`config.mk`:
```
export PLATFORM = sky130hd
export DESIGN_NAME = fifo_mem_param_flat
export DESIGN_NICKNAME = d
export VERILOG_FILES = /design/src/rtl/fifo_mem_param_if.sv /design/src/rtl/fifo_mem_param.sv /design/src/flat_wrapper.sv
export SDC_FILE = /design/constraint.sdc
export NUM_CORES = 1
export LEC_CHECK = 0
export CORE_ASPECT_RATIO = 1.5
export CORE_MARGIN = 2
export CORE_UTILIZATION = 55
export DETAILED_ROUTE_END_ITERATION = 12
export HOLD_SLACK_MARGIN = 0.05
export PLACE_DENSITY = 0.72
export SLEW_MARGIN = 40
export SYNTH_ARGS = -nofsm -noshare
export SYNTH_HDL_FRONTEND = slang
export SYNTH_SLANG_ARGS = --single-unit
```
`constraint.sdc`:
```
create_clock -name CLK -period 4.9 [get_ports CLK]
set_input_delay 0.98 -clock CLK [delete_from_list [all_inputs] [get_ports CLK]]
set_output_delay 0.98 -clock CLK [all_outputs]
set_load 0.02 [all_outputs]
```
`src/rtl/fifo_mem_param_if.sv`:
```
// Producer/consumer bundle for fifo_mem_param: requests in, status and read word out.
interface fifo_mem_param_if #(
  parameter int unsigned DATA_W = 32,
  parameter int unsigned DEPTH  = 32
);
  localparam int unsigned CNT_W = $clog2(DEPTH) + 1;

  logic              wr_en;
  logic [DATA_W-1:0] wr_data;
  logic              rd_en;
  logic              flush;
  logic              err_clr;
  logic [DATA_W-1:0] rd_data;
  logic              rd_valid;
  logic              full;
  logic              empty;
  logic              almost_full;
  logic              almost_empty;
  logic [CNT_W-1:0]  count;
  logic              wr_err;
  logic              rd_err;

  modport master (
    output wr_en, wr_data, rd_en, flush, err_clr,
    input  rd_data, rd_valid, full, empty, almost_full, almost_empty, count, wr_err, rd_err
  );

  modport slave (
    input  wr_en, wr_data, rd_en, flush, err_clr,
    output rd_data, rd_valid, full, empty, almost_full, almost_empty, count, wr_err, rd_err
  );
endinterface

```
`src/rtl/fifo_mem_param.sv`:
```
// Single-clock parametrised FIFO with occupancy, threshold flags, sticky errors,
// synchronous flush and optional show-ahead read port.
module fifo_mem_param #(
  parameter int unsigned DATA_W     = 32,
  parameter int unsigned DEPTH      = 32,
  parameter int unsigned AF_THRESH  = DEPTH - 4,
  parameter int unsigned AE_THRESH  = 4,
  parameter bit          SHOW_AHEAD = 1'b0
) (
  input  logic             CLK,
  input  logic             nRST,
  fifo_mem_param_if.slave  bus
);
  localparam int unsigned PTR_W = $clog2(DEPTH);
  localparam int unsigned CNT_W = PTR_W + 1;

  logic [DATA_W-1:0] mem [DEPTH];
  logic [PTR_W-1:0]  wr_ptr;
  logic [PTR_W-1:0]  rd_ptr;
  logic [CNT_W-1:0]  count_q;
  logic [CNT_W-1:0]  count_nxt;
  logic              full_q;
  logic              empty_q;
  logic              af_q;
  logic              ae_q;
  logic              wr_err_q;
  logic              rd_err_q;
  logic              rd_acc;
  logic              wr_acc;

  // Accept decisions use pre-edge flags; a read frees a slot for a same-cycle write at full.
  always_comb begin
    rd_acc    = bus.rd_en & ~empty_q;
    wr_acc    = bus.wr_en & (~full_q | rd_acc);
    count_nxt = count_q;
    if (bus.flush) begin
      count_nxt = '0;
    end else if (wr_acc & ~rd_acc) begin
      count_nxt = count_q + CNT_W'(1);
    end else if (rd_acc & ~wr_acc) begin
      count_nxt = count_q - CNT_W'(1);
    end
  end

  always_ff @(posedge CLK or negedge nRST) begin
    if (!nRST) begin
      wr_ptr   <= '0;
      rd_ptr   <= '0;
      count_q  <= '0;
      full_q   <= 1'b0;
      empty_q  <= 1'b1;
      af_q     <= 1'b0;
      ae_q     <= 1'b1;
      wr_err_q <= 1'b0;
      rd_err_q <= 1'b0;
    end else begin
      if (bus.flush) begin
        wr_ptr <= '0;
        rd_ptr <= '0;
      end else begin
        if (wr_acc) wr_ptr <= wr_ptr + PTR_W'(1);
        if (rd_acc) rd_ptr <= rd_ptr + PTR_W'(1);
      end
      count_q <= count_nxt;
      full_q  <= (count_nxt == CNT_W'(DEPTH));
      empty_q <= (count_nxt == '0);
      af_q    <= (count_nxt >= CNT_W'(AF_THRESH));
      ae_q    <= (count_nxt <= CNT_W'(AE_THRESH));
      // A new error outranks err_clr; flush suppresses error detection.
      if (!bus.flush && bus.wr_en && !wr_acc) wr_err_q <= 1'b1;
      else if (bus.err_clr)                   wr_err_q <= 1'b0;
      if (!bus.flush && bus.rd_en && empty_q) rd_err_q <= 1'b1;
      else if (bus.err_clr)                   rd_err_q <= 1'b0;
    end
  end

  // Storage is not reset; only accepted, non-flushed writes touch it.
  always_ff @(posedge CLK) begin
    if (wr_acc && !bus.flush) mem[wr_ptr] <= bus.wr_data;
  end

  generate
    if (SHOW_AHEAD) begin : g_show_ahead
      assign bus.rd_data  = mem[rd_ptr];
      assign bus.rd_valid = ~empty_q;
    end else begin : g_reg_read
      logic [DATA_W-1:0] rd_data_q;
      logic              rd_valid_q;

      always_ff @(posedge CLK or negedge nRST) begin
        if (!nRST) begin
          rd_data_q  <= '0;
          rd_valid_q <= 1'b0;
        end else begin
          rd_valid_q <= rd_acc & ~bus.flush;
          if (rd_acc && !bus.flush) rd_data_q <= mem[rd_ptr];
        end
      end

      assign bus.rd_data  = rd_data_q;
      assign bus.rd_valid = rd_valid_q;
    end
  endgenerate

  assign bus.full         = full_q;
  assign bus.empty        = empty_q;
  assign bus.almost_full  = af_q;
  assign bus.almost_empty = ae_q;
  assign bus.count        = count_q;
  assign bus.wr_err       = wr_err_q;
  assign bus.rd_err       = rd_err_q;
endmodule

```
`src/flat_wrapper.sv`:
```
// flat-port wrapper written by rule: the top's interface ports become plain ports
module fifo_mem_param_flat 
#(
  parameter int unsigned DATA_W     = 32,
  parameter int unsigned DEPTH      = 32,
  parameter int unsigned AF_THRESH  = DEPTH - 4,
  parameter int unsigned AE_THRESH  = 4,
  parameter bit          SHOW_AHEAD = 1'b0
)
  (CLK, nRST, bus_wr_en, bus_wr_data, bus_rd_en, bus_flush, bus_err_clr, bus_rd_data, bus_rd_valid, bus_full, bus_empty, bus_almost_full, bus_almost_empty, bus_count, bus_wr_err, bus_rd_err);
  fifo_mem_param_if #(.DATA_W(DATA_W), .DEPTH(DEPTH)) bus_i ();
  input  logic CLK;
  input  logic nRST;
  input wire logic [$bits(bus_i.wr_en)-1:0] bus_wr_en;
  input wire logic [$bits(bus_i.wr_data)-1:0] bus_wr_data;
  input wire logic [$bits(bus_i.rd_en)-1:0] bus_rd_en;
  input wire logic [$bits(bus_i.flush)-1:0] bus_flush;
  input wire logic [$bits(bus_i.err_clr)-1:0] bus_err_clr;
  output wire logic [$bits(bus_i.rd_data)-1:0] bus_rd_data;
  output wire logic [$bits(bus_i.rd_valid)-1:0] bus_rd_valid;
  output wire logic [$bits(bus_i.full)-1:0] bus_full;
  output wire logic [$bits(bus_i.empty)-1:0] bus_empty;
  output wire logic [$bits(bus_i.almost_full)-1:0] bus_almost_full;
  output wire logic [$bits(bus_i.almost_empty)-1:0] bus_almost_empty;
  output wire logic [$bits(bus_i.count)-1:0] bus_count;
  output wire logic [$bits(bus_i.wr_err)-1:0] bus_wr_err;
  output wire logic [$bits(bus_i.rd_err)-1:0] bus_rd_err;
  assign bus_i.wr_en = bus_wr_en;
  assign bus_i.wr_data = bus_wr_data;
  assign bus_i.rd_en = bus_rd_en;
  assign bus_i.flush = bus_flush;
  assign bus_i.err_clr = bus_err_clr;
  assign bus_rd_data = bus_i.rd_data;
  assign bus_rd_valid = bus_i.rd_valid;
  assign bus_full = bus_i.full;
  assign bus_empty = bus_i.empty;
  assign bus_almost_full = bus_i.almost_full;
  assign bus_almost_empty = bus_i.almost_empty;
  assign bus_count = bus_i.count;
  assign bus_wr_err = bus_i.wr_err;
  assign bus_rd_err = bus_i.rd_err;
  fifo_mem_param #(.DATA_W(DATA_W), .DEPTH(DEPTH), .AF_THRESH(AF_THRESH), .AE_THRESH(AE_THRESH), .SHOW_AHEAD(SHOW_AHEAD)) u_core (.CLK(CLK), .nRST(nRST), .bus(bus_i));
endmodule
```
== Word level (Yosys, flattened, before mapping) ==
Memory sizes are Yosys's and may differ from the RTL's. A register that Yosys moved wholly into a read port is not among the register bits.
Index checks and enable logic that the tools add are counted.

* Add/sub/neg operators: 4
* Order comparisons: 2
* Multiplexer cells: 12
* Reductions and logical operators: 14
* Bitwise gates (word level): 11
* Eq/ne operators: 1

{| class="wikitable"
|+ Operators by type and width
! cell !! count
|-
| two-way mux 5 bit || 4
|-
| two-way mux 6 bit || 3
|-
| adder 5 x 1 -> 5 bit (second input constant) || 2
|-
| nonzero test 2 bit || 4
|-
| adder 6 x 1 -> 6 bit (second input constant) || 1
|-
| == test 6 bit (second input constant) || 1
|-
| greater-or-equal comparator 6 x 5 -> 1 bit (second input constant) || 1
|-
| <= comparator 6 x 3 -> 1 bit (second input constant) || 1
|-
| logical AND 1 bit || 6
|-
| logical NOT 6 bit || 1
|-
| subtractor 6 x 1 -> 6 bit (second input constant) || 1
|-
| AND 1 bit || 5
|-
| two-way mux 1 bit || 5
|-
| inverter 1 bit || 5
|-
| logical NOT 1 bit || 3
|-
| bitwise OR 1 bit || 1
|}

* Memories kept: 1
* Bits of input ports: 38
* Word-level logic and storage cells: 55
* Memory bits (writable): 1024
* Bits in registers: 23

{| class="wikitable"
|+ Memories
! memory !! depth !! bits a word !! read ports !! clocked after Yosys merged registers in !! write ports !! line !! RTL
|-
| u_core.mem || 32 || 32 || 1 || 1 || 1 || fifo_mem_param.sv:17 || <nowiki>logic [DATA_W-1:0] mem [DEPTH];</nowiki>
|}

== Longest topological paths before layout ==
Gate-level depths: netlist of the first run.

* Depth after elaboration: 10
* Depth in mapped cells: 9

== Worst setup path after synthesis of the first run ==
Ideal clock, no wire load.

* Path kind: input port to flip-flop
* Start point: input port bus_rd_en
* End point: memory u_core.mem[0][0], enable pin
* Path buffers: 2
* Setup time: 0.461 ns
* Data required time: 4.439 ns
* Data arrival time: 4.050 ns
* Stages on the path: 6
* Setup slack: 0.389 ns
* Path through: nand2b_1 > buf_2 > a21oi_1 > clkbuf_1 > nand3_1 > nor3_1

* Longest elaborated chain between the ends: 6

{| class="wikitable"
|+ Ends and longest elaborated chain
! what !! line !! RTL
|-
| start, declared || flat_wrapper.sv:16 || <nowiki>input wire logic [$bits(bus_i.rd_en)-1:0] bus_rd_en;</nowiki>
|-
| AND 1 bit || fifo_mem_param.sv:33 || <nowiki>rd_acc = bus.rd_en & ~empty_q;</nowiki>
|-
| bitwise OR 1 bit || fifo_mem_param.sv:34 || <nowiki>wr_acc = bus.wr_en & (~full_q | rd_acc);</nowiki>
|-
| AND 1 bit || fifo_mem_param.sv:34 ||
|-
| logical AND 1 bit || fifo_mem_param.sv:79 || <nowiki>if (wr_acc && !bus.flush) mem[wr_ptr] <= bus.wr_data;</nowiki>
|-
| two-way mux 1 bit || fifo_mem_param.sv:79 ||
|-
| two-way mux 1 bit (implied by the code) || fifo_mem_param.sv:79 ||
|-
| end, declared || fifo_mem_param.sv:17 ||
|}

Every way passes these cells.

== Worst setup path in the final report of the first run ==
* Start point: input port bus_rd_en
* End point: memory u_core.mem[3][7], enable pin

Same word-level chain as after synthesis.

==> reports/qor.log, run 1 <==
INFO  critical_path  worst-path-max-fanout=18
INFO  routing        antenna_violating_nets_post_route=0
INFO  cts            source_to_sink_clock_delay_at_the_later_pin_of_the_worst_skew_pair=0.67ns
INFO  placed_design  dp_slack=0.717ns
INFO  floorplanning  coreArea=74600um2
INFO  timing         report.final.setup_viol=0
INFO  grt            global_route_total_usage_across_every_layer=24.8%
INFO  routing        drtPass1Iterations=5
INFO  routing        dr.first_iter.drc_count=2094
INFO  cts            cts_root_buffer=sky130_fd_sc_hd__clkbuf_16
INFO  floorplanning  placement_rows=123
INFO  grt            globalRoute.totalOverflow=0
INFO  routing        remaining_drc_errors=0
INFO  routing        detailroute.via_count=19000
INFO  timing         slew_viol_final=0
INFO  placed_design  place_area=43900um2
INFO  timing         worstMarginPinSlew=0.798ns
INFO  routing        vias_per_cell=6.32
INFO  yosys          synth.avg_cell_area=23.2um2
INFO  cts            ctsResizeCount=0
INFO  cts            clockBufferDepth=3
INFO  cts            cts_setup_buffers=0
INFO  power_and_ir_drop max-vdd-ir-drop=0.402mV
INFO  placed_design  io_buffer_count=82
INFO  cts            clkTransAtPathRegs=0.07ns
INFO  timing         finalWorstPathRequiredPeriod=3.40ns
INFO  grt            grt_pass1_wl=135000um
INFO  critical_path  setup.reg_to_reg.worst_slack=1.80ns
INFO  status         status=complete, no violations
INFO  yosys          synth-main-ff-cell=sky130_fd_sc_hd__edfxtp_1
INFO  critical_path  critical_setup_path_kind=input pin to register
INFO  timing         finalClockSkew=0.0212ns
INFO  critical_path  critical_path.startpoint=bus_rd_en
INFO  yosys          synth_edf_count=1024
INFO  critical_path  cp_cell_sequence=clkdlybuf4s50_1, nand2b_1, a21oi_1, buf_4, nand2_1, nor2_4, buf_12
INFO  critical_path  crit_path_top_delay_cell=sky130_fd_sc_hd__nor2_4
INFO  yosys          yosysWarnings=0
INFO  yosys          synth.cell_area=41300um2
INFO  cells_and_area final_cell_area=47000um2
INFO  floorplanning  die_area=77300um2
INFO  grt            grt_start_max_net_pins=55
INFO  timing         max_freq=294MHz
INFO  yosys          async_reset_ff_share=5.10%
INFO  critical_path  slowest_delay=0.82ns
INFO  job            drv.max_cap_violation_count=0
INFO  placed_design  place.gp.congestion=0.818
INFO  floorplanning  floorplan.io_pins=83
INFO  power_and_ir_drop leakage=14.3nW
INFO  timing         setup_total_negative_slack=0ns
INFO  yosys          synth-seq-area-share=77.9%
INFO  min_path       worst_hold_path_type=input pin to asynchronous set/reset pin
INFO  timing         max_slew_margin=46.7%
INFO  cells_and_area total_area_of_multi_input_combinational_cells=8860um2
INFO  floorplanning  dieHeight=339um
INFO  critical_path  startpoint_type=input pin
INFO  yosys          synth-seq-cells=1079
INFO  yosys          synthDominantAreaCellType=sky130_fd_sc_hd__edfxtp_1
INFO  cts            cts_htree_levels=3
INFO  placed_design  post-dp-hpwl=55700um
INFO  cts            cts_num_sinks=1079
INFO  routing        postRouteWirelength=92600um
INFO  yosys          largest_cells_by_area_after_synthesis=sky130_fd_sc_hd__edfxtp_1 75%, sky130_fd_sc_hd__mux4_2 15%, sky130_fd_sc_hd__dfrtp_1 3.2%
INFO  cells_and_area num-nets-final=1979
INFO  cells_and_area fillCellCount=4872
INFO  yosys          synth.lib_cells_used.distinct=43
INFO  floorplanning  floorplan.die.width=228um
INFO  critical_path  rr_startpoint=u_core.rd_ptr[0]
INFO  yosys          mappedNetlistNets=1822
INFO  critical_path  timing.critical_path.to_type=register
INFO  yosys          post_synth_inst_count=1777
INFO  critical_path  crit_path_dat=3.76ns
INFO  timing         worst_slack=1.50ns
INFO  timing         unrepaired_setup_endpoints_after_global_routing=false
INFO  critical_path  critical_path_required=5.26ns
INFO  timing         final-hold-violation-count=0
INFO  routing        wl_per_instance=30.7um
INFO  cts            cts_made_buffers=94
INFO  grt            grt_antenna_before_repair=1
INFO  cells_and_area area_growth=13.9%
INFO  grt            via_count_of_the_first_global_routing_pass=19900
INFO  critical_path  timing.critical_path.to=u_core.mem[3][7]
INFO  cells_and_area drive_gt1_share=28.4%
INFO  cts            cts_hold_repair.buffers=0
INFO  critical_path  logic_depth_of_the_worst_register_to_register_path=7
INFO  cells_and_area seq_area=32100um2
INFO  floorplanning  starting_density_of_the_core=55.3%
INFO  power_and_ir_drop power_per_cell_area=435nW/um2
INFO  timing         min_period_over_period=69.4%
INFO  cells_and_area n_antenna_cell=0
INFO  cts            tritoncts_clock_tree=built
INFO  critical_path  r2r_end=u_core.bus.rd_data[20]
INFO  yosys          synth.top_cell.area_share=74.5%
-- routing by layer --
metal	track usage (%)	part of all wire, %
met1	33.0	38
met2	42.3	53
met3	3.14	6.1
met4	9.64	3.5
met5	0	0.012
-- cell usage after synthesis, drive strengths merged, types with 3 or more instances --
| master | n |
|---|---|
| edfxtp | 1024 |
| mux4 | 283 |
| nor2 | 75 |
| mux2i | 72 |
| buf | 61 |
| dfrtp | 53 |
| clkbuf | 32 |
| a22o | 22 |
| o22ai | 22 |
| nand2 | 19 |
| a22oi | 12 |
| o221a | 10 |
| nor2b | 9 |
| inv | 8 |
| xor2 | 8 |
| ha | 7 |
| xnor2 | 7 |
| a21oi | 6 |
| nand3 | 6 |
| nor3 | 6 |
| nand2b | 5 |
| nand4 | 4 |
| nor4 | 3 |
-- where the power goes --
| group | leakage, nW | internal [W] | switching (W) |
|---|---|---|---|
| sequential | 9.86 | 0.0103 | 0.000232 |
| combinational | 2.88 | 0.00123 | 0.00132 |
| clock | 1.51 | 0.00413 | 0.00326 |
| total | 14.3 | 0.0157 | 0.00481 |
-- cell type report --
cell class                 instances  area share, %
sequential                      1079           68.4
clock inverter                    53           1.17
inverter                           8         0.0639
timing repair buffer             154           3.46
multi-input combinational        597           18.9
clock buffer                     123           5.41
tap                             1000           2.66
-- worst min path at each step --
stage / from / endpoint / slack, ns / cells past startpoint
final: nRST / u_core.bus.count[5] / 0.32 / 1
after global routing: nRST / u_core.bus.rd_data[16] / 0.34 / 1
after CTS: nRST / u_core.bus.rd_data[16] / 0.30 / 1
after detailed placement: u_core.bus.rd_err / u_core.bus.rd_err / 0.53 / 2
after global placement: u_core.bus.rd_err / u_core.bus.rd_err / 0.52 / 2
after floorplan: u_core.wr_ptr[2] / u_core.wr_ptr[2] / 0.56 / 2
-- cell usage in the layout, fill, tap and decap left out, drive strengths merged, types with 7 or more instances in the layout --
cell / count
dfrtp: 53
clkbuf: 123
o221a: 10
clkdlybuf4s50: 53
nor2b: 9
o22ai: 22
xor2: 8
mux2i: 72
nand2: 19
a22o: 22
mux4: 283
ha: 7
clkinv: 32
nor2: 75
buf: 101
xnor2: 7
edfxtp: 1024
inv: 16
bufinv: 8
a22oi: 12
-- registers in the layout (all words and copies together), names as in the netlist, 5 cells and up --
name / cells
u_core.bus.rd_data: 32
u_core.bus.count: 6
u_core.wr_ptr: 5
u_core.mem: 1024
u_core.rd_ptr: 5
-- worst max-delay path: cells and delay by family --
kind,cells,cell delay [ns]
AOI/OAI and AO/OA,1,0.23
buffers and inverters,3,0.97
and+or+nand+nor,3,1.54
-- per-stage QoR --
| stage | instances | hold WS [ns] | total power (W) | utilization (%) |
|---|---|---|---|---|
| after floorplan | 1777 | 0.559 | 0.0123 | - |
| after global placement | 2832 | 0.524 | 0.0133 | 58.8 |
| after detailed placement | 2836 | 0.533 | 0.0133 | 58.8 |
| after CTS | 3012 | 0.296 | 0.0206 | 62.9 |
| after global routing | 3014 | 0.338 | 0.0211 | 63.0 |
| final | 3014 | 0.322 | 0.0205 | 63.0 |
-- cell families (layout without fill, tap and decap cells) --
logic type,count (synthesis),in the layout,synth area share [%]
AO/OA/AOI/OAI,85,85,1.64
XOR/XNOR,15,15,0.318
adder cells (fa/ha/maj),7,7,0.212
buffers and inverters,101,338,1.32
flip-flops,1079,1079,77.9
multiplexers,356,356,17.2
AND/OR/NAND/NOR,134,134,1.44
(Power assumes the default switching activity.)
==> run 2, diff against run 1 <==
- PLACE_DENSITY: 0.72 -> 0.75
- clock period: 4.9 -> 2.7 ns (I/O delays scaled with it)
==> run 2 against run 1 <==
Cell count rose by 4.2%. Utilization is 2.3 points higher. Via count increased by 3.9%. Clock power rose by 80%. Critical path depth decreased by 1. Global-route usage increased by 1.2 points. Die area stayed put.
==> reports/qor.log, run 2 (synthesized netlist as in run 1, its figures left out) <==
INFO  routing        dr.first_iter.drc_count=2249 [was 2094]
INFO  timing         final-hold-violation-count=0 [unchanged]
INFO  cells_and_area fillCellCount=4560 [was 4872]
INFO  cts            cts_htree_levels=3 [unchanged]
INFO  min_path       worst_hold_path_type=input pin to asynchronous set/reset pin [unchanged]
INFO  job            drv.max_cap_violation_count=0 [unchanged]
INFO  cells_and_area num-nets-final=2108 [was 1979]
INFO  cells_and_area final_cell_area=48700um2 [was 47000 um2]
INFO  grt            grt_pass1_wl=142000um [was 135000 um]
INFO  cts            ctsResizeCount=0 [unchanged]
INFO  cells_and_area max_flop_register=u_core.mem [unchanged]
INFO  power_and_ir_drop power.switching=0.00862W [was 0.00481 W]
INFO  cts            cts_root_buffer=sky130_fd_sc_hd__clkbuf_16 [unchanged]
INFO  timing         slew_viol_final=0 [unchanged]
INFO  floorplanning  starting_density_of_the_core=55.3% [unchanged]
INFO  floorplanning  placement_rows=123 [unchanged]
INFO  critical_path  slowest_delay=0.59ns [was 0.82 ns]
INFO  cts            cts_num_sinks=1079 [unchanged]
INFO  critical_path  critical_path_required=3.25ns [was 5.26 ns]
INFO  cts            tritoncts_clock_tree=built [unchanged]
INFO  critical_path  timing.critical_path.buf_inv=2 [was 3]
INFO  grt            globalRoute.totalOverflow=0 [unchanged]
INFO  routing        remaining_drc_errors=0 [unchanged]
INFO  cells_and_area n_antenna_cell=0 [unchanged]
INFO  floorplanning  dieHeight=339um [unchanged]
INFO  critical_path  critPathTopFamily=multiplexers [was simple AND/OR/NAND/NOR gates]
INFO  power_and_ir_drop power_per_cell_area=768nW/um2 [was 435 nW/um2]
INFO  routing        wl_per_instance=30.9um [was 30.7 um]
INFO  timing         worstMarginPinSlew=0.742ns [was 0.798 ns]
INFO  floorplanning  floorplan.die.width=228um [unchanged]
INFO  floorplanning  floorplan.io_pins=83 [unchanged]
INFO  cts            cts_made_buffers=93 [was 94]
INFO  timing         report.final.setup_viol=0 [unchanged]
INFO  routing        postRouteWirelength=97100um [was 92600 um]
INFO  floorplanning  coreArea=74600um2 [unchanged]
INFO  routing        vias_per_cell=6.30 [was 6.32]
INFO  placed_design  io_buffer_count=82 [unchanged]
INFO  timing         finalWorstPathRequiredPeriod=2.42ns
INFO  grt            global_route_total_usage_across_every_layer=26.1% [was 24.8%]
INFO  power_and_ir_drop sequentialPowerShare=51.1% [was 51.4%]
INFO  power_and_ir_drop power.combinational.fraction=13.2% [was 12.5%]
INFO  placed_design  dp_slack=-0.173ns [was 0.717 ns]
INFO  grt            grt_start_max_net_pins=38 [was 55]
INFO  cells_and_area largest_reg_flops=1024 [unchanged]
INFO  cells_and_area most_frequent_standard_cell_in_the_layout_excluding_fill_and_tap_cells=sky130_fd_sc_hd__edfxtp_1 [unchanged]
INFO  timing         max_freq=413MHz
INFO  cts            clockBufferDepth=3 [unchanged]
INFO  timing         unrepaired_setup_endpoints_after_global_routing=false [unchanged]
INFO  grt            via_count_of_the_first_global_routing_pass=20800 [was 19900]
INFO  placed_design  place_area=45600um2 [was 43900 um2]
INFO  critical_path  cp_cell_sequence=buf_12, buf_12, mux4_2, mux4_2, o22ai_1, nor2_1 [was clkdlybuf4s50_1, nand2b_1, a21oi_1, buf_4, nand2_1, nor2_4, buf_12]
INFO  power_and_ir_drop power_switching_share=23.1% [was 23.5%]
INFO  critical_path  critical_setup_path_kind=register to register [was input pin to register]
INFO  routing        detailroute.via_count=19800 [was 19000]
INFO  floorplanning  die_area=77300um2 [unchanged]
INFO  timing         finalClockSkew=0.0277ns [was 0.0212 ns]
INFO  cts            clkTransAtPathRegs=0.07ns [about the same]
INFO  critical_path  crit_path_dat=2.97ns [was 3.76 ns]
INFO  routing        antenna_violating_nets_post_route=0 [unchanged]
INFO  power_and_ir_drop power_report.internal_total=0.0288W [was 0.0157 W]
INFO  critical_path  crit_path_top_delay_cell=sky130_fd_sc_hd__mux4_2 [was sky130_fd_sc_hd__nor2_4]
INFO  power_and_ir_drop leakage=15.0nW [was 14.3 nW]
INFO  cells_and_area area_growth=18.0% [was 13.9%]
INFO  status         status=complete, no violations [unchanged]
INFO  cells_and_area most-common-layout-cells=1024 x sky130_fd_sc_hd__edfxtp_1, 283 x sky130_fd_sc_hd__mux4_2, 120 x sky130_fd_sc_hd__buf_4 [was 1024 x sky130_fd_sc_hd__edfxtp_1, 283 x sky130_fd_sc_hd__mux4_2, 96 x sky130_fd_sc_hd__clkbuf_16]
INFO  timing         min_period_over_period=89.6%
INFO  critical_path  startpoint_type=register [was input pin]
INFO  power_and_ir_drop max-vdd-ir-drop=0.492mV [was 0.402 mV]
INFO  cells_and_area drive_gt1_share=31.0% [was 28.4%]
INFO  routing        drtPass1Iterations=5 [unchanged]
INFO  power_and_ir_drop power_frac_clock=35.6% [was 36.1%]
INFO  critical_path  timing.critical_path.to_type=register [unchanged]
INFO  placed_design  place.gp.congestion=0.804 [was 0.818]
INFO  timing         max_slew_margin=49.2% [was 46.7%]
INFO  placed_design  post-dp-hpwl=58000um [was 55700 um]
INFO  grt            grt_antenna_before_repair=0 [was 1]
INFO  critical_path  worst-path-max-fanout=37 [was 18]
INFO  timing         worst_slack=0.281ns [was 1.50 ns]
INFO  cts            source_to_sink_clock_delay_at_the_later_pin_of_the_worst_skew_pair=0.66ns [was 0.67 ns]
run 2: power by group through the flow:
stage | clock, W | sequential, W | combinational (W)
final | 0.0133 | 0.0191 | 0.00495
after floorplan | 0 | 0.0196 | 0.00270
after global placement | 0 | 0.0195 | 0.00476
after CTS | 0.0135 | 0.0191 | 0.00494
after global routing | 0.0141 | 0.0191 | 0.00527
after detailed placement | 0 | 0.0195 | 0.00488
run 2: metrics by stage:
step | setup TNS (ns) | utilization (%) | hold WS (ns) | power [W] | cells
finish | 0 | 65.3 | 0.421 | 0.0374 | 3141
global route | 0 | 65.3 | 0.481 | 0.0385 | 3141
CTS | 0 | 65.2 | 0.412 | 0.0376 | 3137
detailed placement | -0.290 | 61.1 | 0.544 | 0.0244 | 2963
global placement | -0.519 | 61.1 | 0.526 | 0.0242 | 2963
floorplan | -45.29 | - | 0.244 | 0.0223 | 1777
run 2: worst paths after layout:
| kind | startpoint | to | slack [ns] | depth (start not counted) |
|---|---|---|---|---|
| setup / recovery | u_core.rd_ptr[0] | u_core.bus.rd_data[30] | 0.28 | 6 |
| hold / removal | nRST | u_core.bus.count[0] | 0.42 | 2 |
| setup reg to reg | u_core.rd_ptr[0] | u_core.bus.rd_data[30] | 0.28 | 6 |
| hold reg to reg | u_core.bus.rd_err | u_core.bus.rd_err | 0.54 | 2 |
| max in group asynchronous | nRST | u_core.bus.rd_data[2] | 1.57 | 3 |
| min in group CLK | bus_err_clr | u_core.bus.wr_err | 0.47 | 2 |
run 2: worst reg2reg max path, cell delays in order (launching register included):
cell	delay [ns]
sky130_fd_sc_hd__dfrtp_4	0.47
sky130_fd_sc_hd__buf_12	0.16
sky130_fd_sc_hd__buf_12	0.31
sky130_fd_sc_hd__mux4_2	0.61
sky130_fd_sc_hd__mux4_2	0.54
sky130_fd_sc_hd__o22ai_1	0.17
sky130_fd_sc_hd__nor2_1	0.06
run 2: layout make-up:
| cell class | instances | area (um2) | share of cell area [%] |
|---|---|---|---|
| sequential | 1079 | 32100 | 66.0 |
| tap | 1000 | 1250 | 2.57 |
| clock inverter | 47 | 484 | 0.994 |
| clock buffer | 126 | 2570 | 5.28 |
| timing repair buffer | 284 | 3350 | 6.87 |
| inverter | 8 | 30.0 | 0.0617 |
| multi-input combinational | 597 | 8870 | 18.2 |
run 2: repair_timing:
| item | 4_1_cts | 5_1_grt |
|---|---|---|
| setup endpoints to repair | 0 | 1 |
| endpoints found under the hold margin | 19 | 0 |
| hold buffers | 1 | 0 |
| buffers inserted | 0 | 4 |
run 2: routing by layer:
metal | GRT usage [%] | wire [um] | vias to the layer above
met2 | 45.0 | 51600 | 970
met4 | 12.1 | 4530 | 0
li1 | - | - | 8115
met1 | 32.9 | 34400 | 10500
met5 | 0 | 0 | -
met3 | 3.57 | 6590 | 215
